==> src/rtl/parity_frame_ctrl.sv <==
// Serialises a WIDTH-bit word LSB first, then appends an even/odd parity bit.
// Valid/ready on both sides, with a wrapping count of completed frames.
//
// state  | meaning
// IDLE   | waiting for a word, in_ready high
// SHIFT  | presenting data bits, shreg[0] on ser_out
// PARITY | presenting the accumulated parity bit, ser_last high
module parity_frame_ctrl #(
    parameter int WIDTH = 4,
    parameter int CNT_W = 8
) (
    input  logic             clk,
    input  logic             rst,
    input  logic             in_valid,
    output logic             in_ready,
    input  logic [WIDTH-1:0] in_data,
    input  logic             odd_sel,
    output logic             ser_valid,
    input  logic             ser_ready,
    output logic             ser_out,
    output logic             ser_last,
    output logic             par_out,
    output logic             done,
    output logic             busy,
    output logic [CNT_W-1:0] frame_cnt
);

    localparam int BW = $clog2(WIDTH);

    localparam logic [1:0] S_IDLE   = 2'd0;
    localparam logic [1:0] S_SHIFT  = 2'd1;
    localparam logic [1:0] S_PARITY = 2'd2;

    logic [1:0]       state;
    logic [WIDTH-1:0] shreg;
    logic             acc;
    logic [BW-1:0]    bit_cnt;
    logic             done_q;
    logic             par_q;
    logic [CNT_W-1:0] cnt_q;

    // acc is seeded with the parity sense, so it ends as XOR(data) ^ mode
    always_ff @(posedge clk) begin
        if (rst) begin
            state   <= S_IDLE;
            shreg   <= '0;
            acc     <= 1'b0;
            bit_cnt <= '0;
            done_q  <= 1'b0;
            par_q   <= 1'b0;
            cnt_q   <= '0;
        end else begin
            done_q <= 1'b0;
            case (state)
                S_IDLE: begin
                    if (in_valid) begin
                        shreg   <= in_data;
                        acc     <= odd_sel;
                        bit_cnt <= '0;
                        state   <= S_SHIFT;
                    end
                end
                S_SHIFT: begin
                    if (ser_ready) begin
                        acc     <= acc ^ shreg[0];
                        shreg   <= {1'b0, shreg[WIDTH-1:1]};
                        bit_cnt <= bit_cnt + BW'(1);
                        if (bit_cnt == BW'(WIDTH - 1))
                            state <= S_PARITY;
                    end
                end
                S_PARITY: begin
                    if (ser_ready) begin
                        par_q  <= acc;
                        cnt_q  <= cnt_q + CNT_W'(1);
                        done_q <= 1'b1;
                        state  <= S_IDLE;
                    end
                end
                default: state <= S_IDLE;
            endcase
        end
    end

    always_comb begin
        ser_out = 1'b0;
        if (state == S_SHIFT)
            ser_out = shreg[0];
        else if (state == S_PARITY)
            ser_out = acc;
    end

    assign in_ready  = (state == S_IDLE);
    assign busy      = (state == S_SHIFT) || (state == S_PARITY);
    assign ser_valid = busy;
    assign ser_last  = (state == S_PARITY);
    assign par_out   = par_q;
    assign done      = done_q;
    assign frame_cnt = cnt_q;

endmodule

==> config.mk <==
export PLATFORM = sky130hd
export DESIGN_NAME = parity_frame_ctrl
export DESIGN_NICKNAME = d
export VERILOG_FILES = /design/src/rtl/parity_frame_ctrl.sv
export SDC_FILE = /design/constraint.sdc
export NUM_CORES = 1
export LEC_CHECK = 0
export ABC_AREA = 0
export CAP_MARGIN = 10
export CELL_PAD_IN_SITES_DETAIL_PLACEMENT = 0
export CELL_PAD_IN_SITES_GLOBAL_PLACEMENT = 1
export CORE_AREA = 2 2 55 57
export DETAILED_ROUTE_END_ITERATION = 8
export DIE_AREA = 0 0 57 59
export GPL_TIMING_DRIVEN = 1
export PLACE_DENSITY = 0.75
export SYNTH_ARGS = -nofsm -noshare
export SYNTH_HDL_FRONTEND = slang
export SYNTH_SLANG_ARGS = --single-unit
==> constraint.sdc <==
create_clock -name clk -period 3.95 [get_ports clk]
set_input_delay 0.79 -clock clk [delete_from_list [all_inputs] [get_ports clk]]
set_output_delay 0.79 -clock clk [all_outputs]
set_load 0.02 [all_outputs]
==> results of run 1 <==
[sequential cells by signal (all words and copies together), names as in the netlist]
signal and count:
bit_cnt 2, par_out 1, frame_cnt 8, acc 1, done 1, state 2
shreg 4
[cell families (layout without fill, tap and decap cells)]
family / Yosys count / after routing / share of synthesized area (%)
buf+inv: 12 / 33 / 6.48
fa+ha+maj: 7 / 7 / 8.72
flops: 19 / 19 / 37.9
simple gates: 45 / 45 / 25.4
compound gates: 19 / 19 / 11.2
xor+xnor: 5 / 5 / 4.36
mux: 6 / 6 / 5.98
[layer usage]
layer  global-route usage [%]  vias to the layer above
met4                     6.64                        0
met5                        0                        -
met1                     16.7                      351
met3                     3.06                        5
met2                     20.5                       21
li1                         -                      424
[worst paths after layout]
kind / startpoint / to / slack [ns] / cells past startpoint
worst max-delay path: state[1]$_SDFFE_PP0P_ / ser_out / 1.14 / 5
worst min-delay path: par_out$_SDFFE_PP0P_ / par_out$_SDFFE_PP0P_ / 0.46 / 2
worst max register to register: state[1]$_SDFFE_PP0P_ / bit_cnt[0]$_SDFFE_PP0P_ / 2.13 / 6
worst min register to register: par_out$_SDFFE_PP0P_ / par_out$_SDFFE_PP0P_ / 0.46 / 2
[Yosys cell counts, types with 2 or more instances]
library cell  instances
dfxtp_1              19
nor2_1               11
nand2_1              10
a21oi_1               8
ha_1                  7
inv_1                 6
mux2i_1               6
nand2b_1              6
nand3_1               6
o21ai_0               4
a211oi_1              3
xnor2_1               3
a21o_1                2
buf_6                 2
clkbuf_1              2
nor2b_1               2
nor2b_4               2
or3_1                 2
xor2_1                2
[final cells by class]
class                      count  share of cell area (%)
clock buffer                   4                    2.09
inverter                       6                    1.79
multi-input combinational     82                    44.5
sequential                    19                    30.2
tap                           31                    3.08
timing repair buffer          23                    18.3
[power breakdown]
part           total, uW  internal [uW]  switching (uW)
combinational        309            146             163
clock               99.5           39.3            60.2
sequential           254            227            26.7
total                662            412             250
[tightest hold or removal path, stage by stage (launching register included)]
cell and delay (ns):
dfxtp_1 0.33, nand2_1 0.05, a21oi_1 0.05
[layout by cell type, fill, tap and decap left out, drive strengths merged, types with 3 or more instances in the layout]
cell	Yosys	layout
a211oi	3	3
a21oi	8	8
clkbuf	2	4
clkdlybuf4s50	0	23
dfxtp	19	19
ha	7	7
inv	6	6
mux2i	6	6
nand2	10	10
nand2b	6	6
nand3	7	7
nor2	12	12
nor2b	4	4
o21ai	4	4
xnor2	3	3
[metrics by stage]
step	power, uW	util [%]	instance area (sq um)
6_report	662	46.4	1260
5_1_grt	719	46.4	1260
4_1_cts	672	46.4	1260
3_5_place_dp	569	45.4	1230
3_3_place_gp	566	45.4	1230
2_1_floorplan	496	-	1000
==> metrics.cfg, run 1 <==
[place]
gp_congestion=0.720
hpwl_mm=1.37
dp_slack_ns=1.48
dp_cells=161
port_buffers=23

[synth]
syn-num-nets=129
synth.distinct_cells=29
synth_area_leaders=dfxtp_1 (38%), ha_1 (8.7%), mux2i_1 (6.0%)
synthFlopType=dfxtp_1
synth_edf_count=0
yosysSeqAreaShare_pct=37.9
synthesis.area_sq_um=1000
ys.warnings.count=0
synth_top_area_cell=dfxtp_1
synth_top_area_share_pct=37.9
synth_seq_cells=19
syn_inst=113
avgSynthCellArea_sq_um=8.89
synthArstFlopShare_pct=0

[critical_path]
crit_chain=inv_1 > ha_1 > nand2_1 > o21ai_0 > clkdlybuf4s50_1
end_kind=output pin
arrival_ns=2.02
worst_ep_required_time_ns=3.16
cp_num_buf_inv=2
cp_slowest_stage_delay_ns=0.63
path_max_fanout=11
start_kind=flop
cp_top_family=buffers and inverters
slowest_stage=clkdlybuf4s50_1
path_class=flop to output pin

[clocking]
cts_setup_buffers=0
cts_resized=0
cts_buffer_depth=2
path_clk_slew_ns=0.11
clock_sinks=19
insertion_delay_ns=0.29
holdBufCountCts=0
tritoncts=done
cts_max_level=1
numCtsBuffers=3
cts_root_buf=clkbuf_4

[route]
drtIter0Drc=18
wl_met2_microns=818
vias=801
firstDrtPassIters=3
m1WireLength_microns=907
drc=0
vias_per_cell=4.85
wire_per_inst_microns=11.2
drt-total-wl_mm=1.85
top_layer_used=met4
dr_wl_met3_microns=92
drt.antenna.violating_nets=0

[cells_and_area]
stdcell_count=165
seq_area_sq_um=380
syn_to_final_growth_pct=25.2
num_antenna_cells=0
final_layout_size_suffix_gt1_share_pct=6.72
fillers=279
multi_input_area_sq_um=559
fin_nets=151

[grt]
grt-ovfl-total=0
grt_usage_pct=13.0
grt_max_degree=22
grt_pass1_vias=770
antenna_found_initial=0
grt_pass1_wl_mm=3.42

[run]
maxCapViolCount=0

[sta]
setup_violations=0
rsz0062_at_grt=no
finClkSkew_ns=0.00307
max_slew.worst_pin.slew_ns=0.738
slew_violations=0
period_share_pct=71.0
period_minus_slack_ns=2.81
setup_tns_ns=0
worst_slack_ns=1.14
slew_headroom_pct=50.7
hold_violations=0
fmax_mhz=356
hold_ws_ns=0.464

[floorplanning]
fp.dieArea_sq_um=3360
ioPinCount=24
core_area_sq_um=2710
fp-row-count=19
start_util_pct=37.1
die_h_microns=59
die_w_microns=57

[status]
status=complete, no violations

[power_and_ir_drop]
p_per_area_nw_per_um2=526
ir_worst_vdd_mv=0.301
p_leak_uw=0.000459

[worst_hold_path]
hold_path_class=flop to flop

(Power assumes the default switching activity.)
==> run 2: changes to the inputs <==
- CORE_AREA: 2 2 55 57 -> 2 2 60 62
- DIE_AREA: 0 0 57 59 -> 0 0 62 64
- PLACE_DENSITY: 0.75 -> 0.66
- clock period: 3.95 -> 2.3 ns (I/O delays scaled with it)
==> run 2 against run 1 <==
Against the previous run:
- clock power rose by 74%
- clock skew barely moved
- via count rose by 2.1%
- design area rose by 3.3%
- hold slack got worse by 0.0015 ns
- sequential share of layout area fell by 0.96 points
- non-clock buffer count rose by 3
- global-route usage fell by 1.5 points
- clock-buffer cell count fell by 1
- critical path depth fell by 1
==> metrics.cfg, run 2 (synthesized netlist as in run 1, its figures left out) <==
[sta]
hold_violations=0
setup_violations=0
slew_violations=0
slew_headroom_pct=61.5
max_slew.worst_pin.slew_ns=0.576
period_minus_slack_ns=2.18
setup_tns_ns=0
finClkSkew_ns=0.00260
period_share_pct=94.7
rsz0062_at_grt=no
fmax_mhz=459

[power_and_ir_drop]
clock_power_share_pct=15.0
ir_worst_vdd_mv=0.522
p_leak_uw=0.000481
p_per_area_nw_per_um2=888
p_comb_share_pct=46.9
p_sw_uw=441
seqPwrFrac_pct=38.1
internal_power_uw=712
switching_share_pct=38.2

[route]
vias_per_cell=4.47
firstDrtPassIters=4
drtIter0Drc=37
drt-total-wl_mm=1.97
wire_per_inst_microns=10.8
drc=0
vias=818
drt.antenna.violating_nets=0

[clocking]
cts_resized=1
cts_buffer_depth=2
tritoncts=done
cts_max_level=1
holdBufCountCts=0
clock_sinks=19
path_clk_slew_ns=0.11
cts_setup_buffers=0
numCtsBuffers=3
insertion_delay_ns=0.30
cts_root_buf=clkbuf_4

[floorplanning]
start_util_pct=30.6
ioPinCount=24
die_h_microns=64
fp.dieArea_sq_um=3970
die_w_microns=62
fp-row-count=21
core_area_sq_um=3280

[grt]
grt_max_degree=18
antenna_found_initial=0
grt-ovfl-total=0
grt_usage_pct=11.5
grt_pass1_wl_mm=3.44
grt_pass1_vias=769

[cells_and_area]
syn_to_final_growth_pct=29.3
largest_reg_flops=8
layout_common_cells=clkdlybuf4s50_1 (22), dfxtp_1 (19), nor2_1 (11), nand2_1 (10), a21oi_1 (8)
fin_nets=154
final_common_cell=clkdlybuf4s50_1
stdcell_count=183
fillers=353
num_antenna_cells=0
final_layout_size_suffix_gt1_share_pct=9.49

[status]
status=complete, no violations

[place]
gp_congestion=0.742
dp_cells=179
port_buffers=23
hpwl_mm=1.51

[critical_path]
end_kind=output pin
start_kind=flop
path_max_fanout=8
worst_ep_required_time_ns=1.84
arrival_ns=1.72
rrSetupSlack_ns=0.50
path_class=flop to output pin

[run]
maxCapViolCount=0

[worst_hold_path]
hold_path_class=flop to flop

## run 2: changes by cell type in the layout (fill, tap and decap cells not counted)
cell             before  now
buf_4                 0    3
clkbuf_1              1    0
clkdlybuf4s50_1      23   22
clkinv_2              0    1
dlygate4sd2_1         0    1
## run 2: worst max-delay path: stages (launching register included)
cell	delay, ns
dfxtp_1	0.40
inv_1	0.10
ha_1	0.21
buf_4	0.16
clkdlybuf4s50_1	0.54
## run 2: path summary, 6_finish.rpt
path                         startpoint                      end  cells past startpoint
setup / recovery  state[0]$_SDFFE_PP0P_                 ser_last                      4
hold / removal     par_out$_SDFFE_PP0P_     par_out$_SDFFE_PP0P_                      2
setup reg to reg  state[1]$_SDFFE_PP0P_  bit_cnt[0]$_SDFFE_PP0P_                      7
hold reg to reg    par_out$_SDFFE_PP0P_     par_out$_SDFFE_PP0P_                      2
## run 2: area by class of cell
class,instances,area (sq um),share of cell area (%)
clock buffer,3,22.5,1.73
tap,46,57.6,4.43
inverter,6,22.5,1.73
sequential,19,380,29.3
multi-input combinational,82,559,43.1
clock inverter,1,5.00,0.385
timing repair buffer,26,251,19.4
## run 2: metrics by stage
| stage | instance area, sq um | setup slack [ns] | power, uW | util, % | hold WS (ns) |
|---|---|---|---|---|---|
| 2_1_floorplan | 1000 | 0.407 | 852 | - | 0.450 |
| 3_3_place_gp | 1270 | 0.273 | 989 | 38.7 | 0.446 |
| 3_5_place_dp | 1270 | 0.191 | 998 | 38.7 | 0.451 |
| 4_1_cts | 1300 | 0.0852 | 1180 | 39.5 | 0.467 |
| 5_1_grt | 1300 | 0.0332 | 1250 | 39.5 | 0.494 |
| 6_report | 1300 | 0.121 | 1150 | 39.5 | 0.463 |
## run 2: power groups by stage
stage               combinational (uW)  sequential [uW]  clock, uW
finish                             541              439        173
CTS                                552              439        188
floorplan                          415              437          0
global route                       605              448        200
detailed placement                 550              447          0
global placement                   543              446          0
## run 2: per-layer routing
metal / vias up / routed length [microns] / global-route usage (%) / share of wire, %
met5: - / 0 / 0 / 0
met4: 0 / 0 / 3.99 / 0
met3: 0 / 101 / 2.43 / 5.1
met2: 22 / 961 / 18.0 / 49
met1: 367 / 906 / 15.3 / 46
li1: 429 / - / - / -
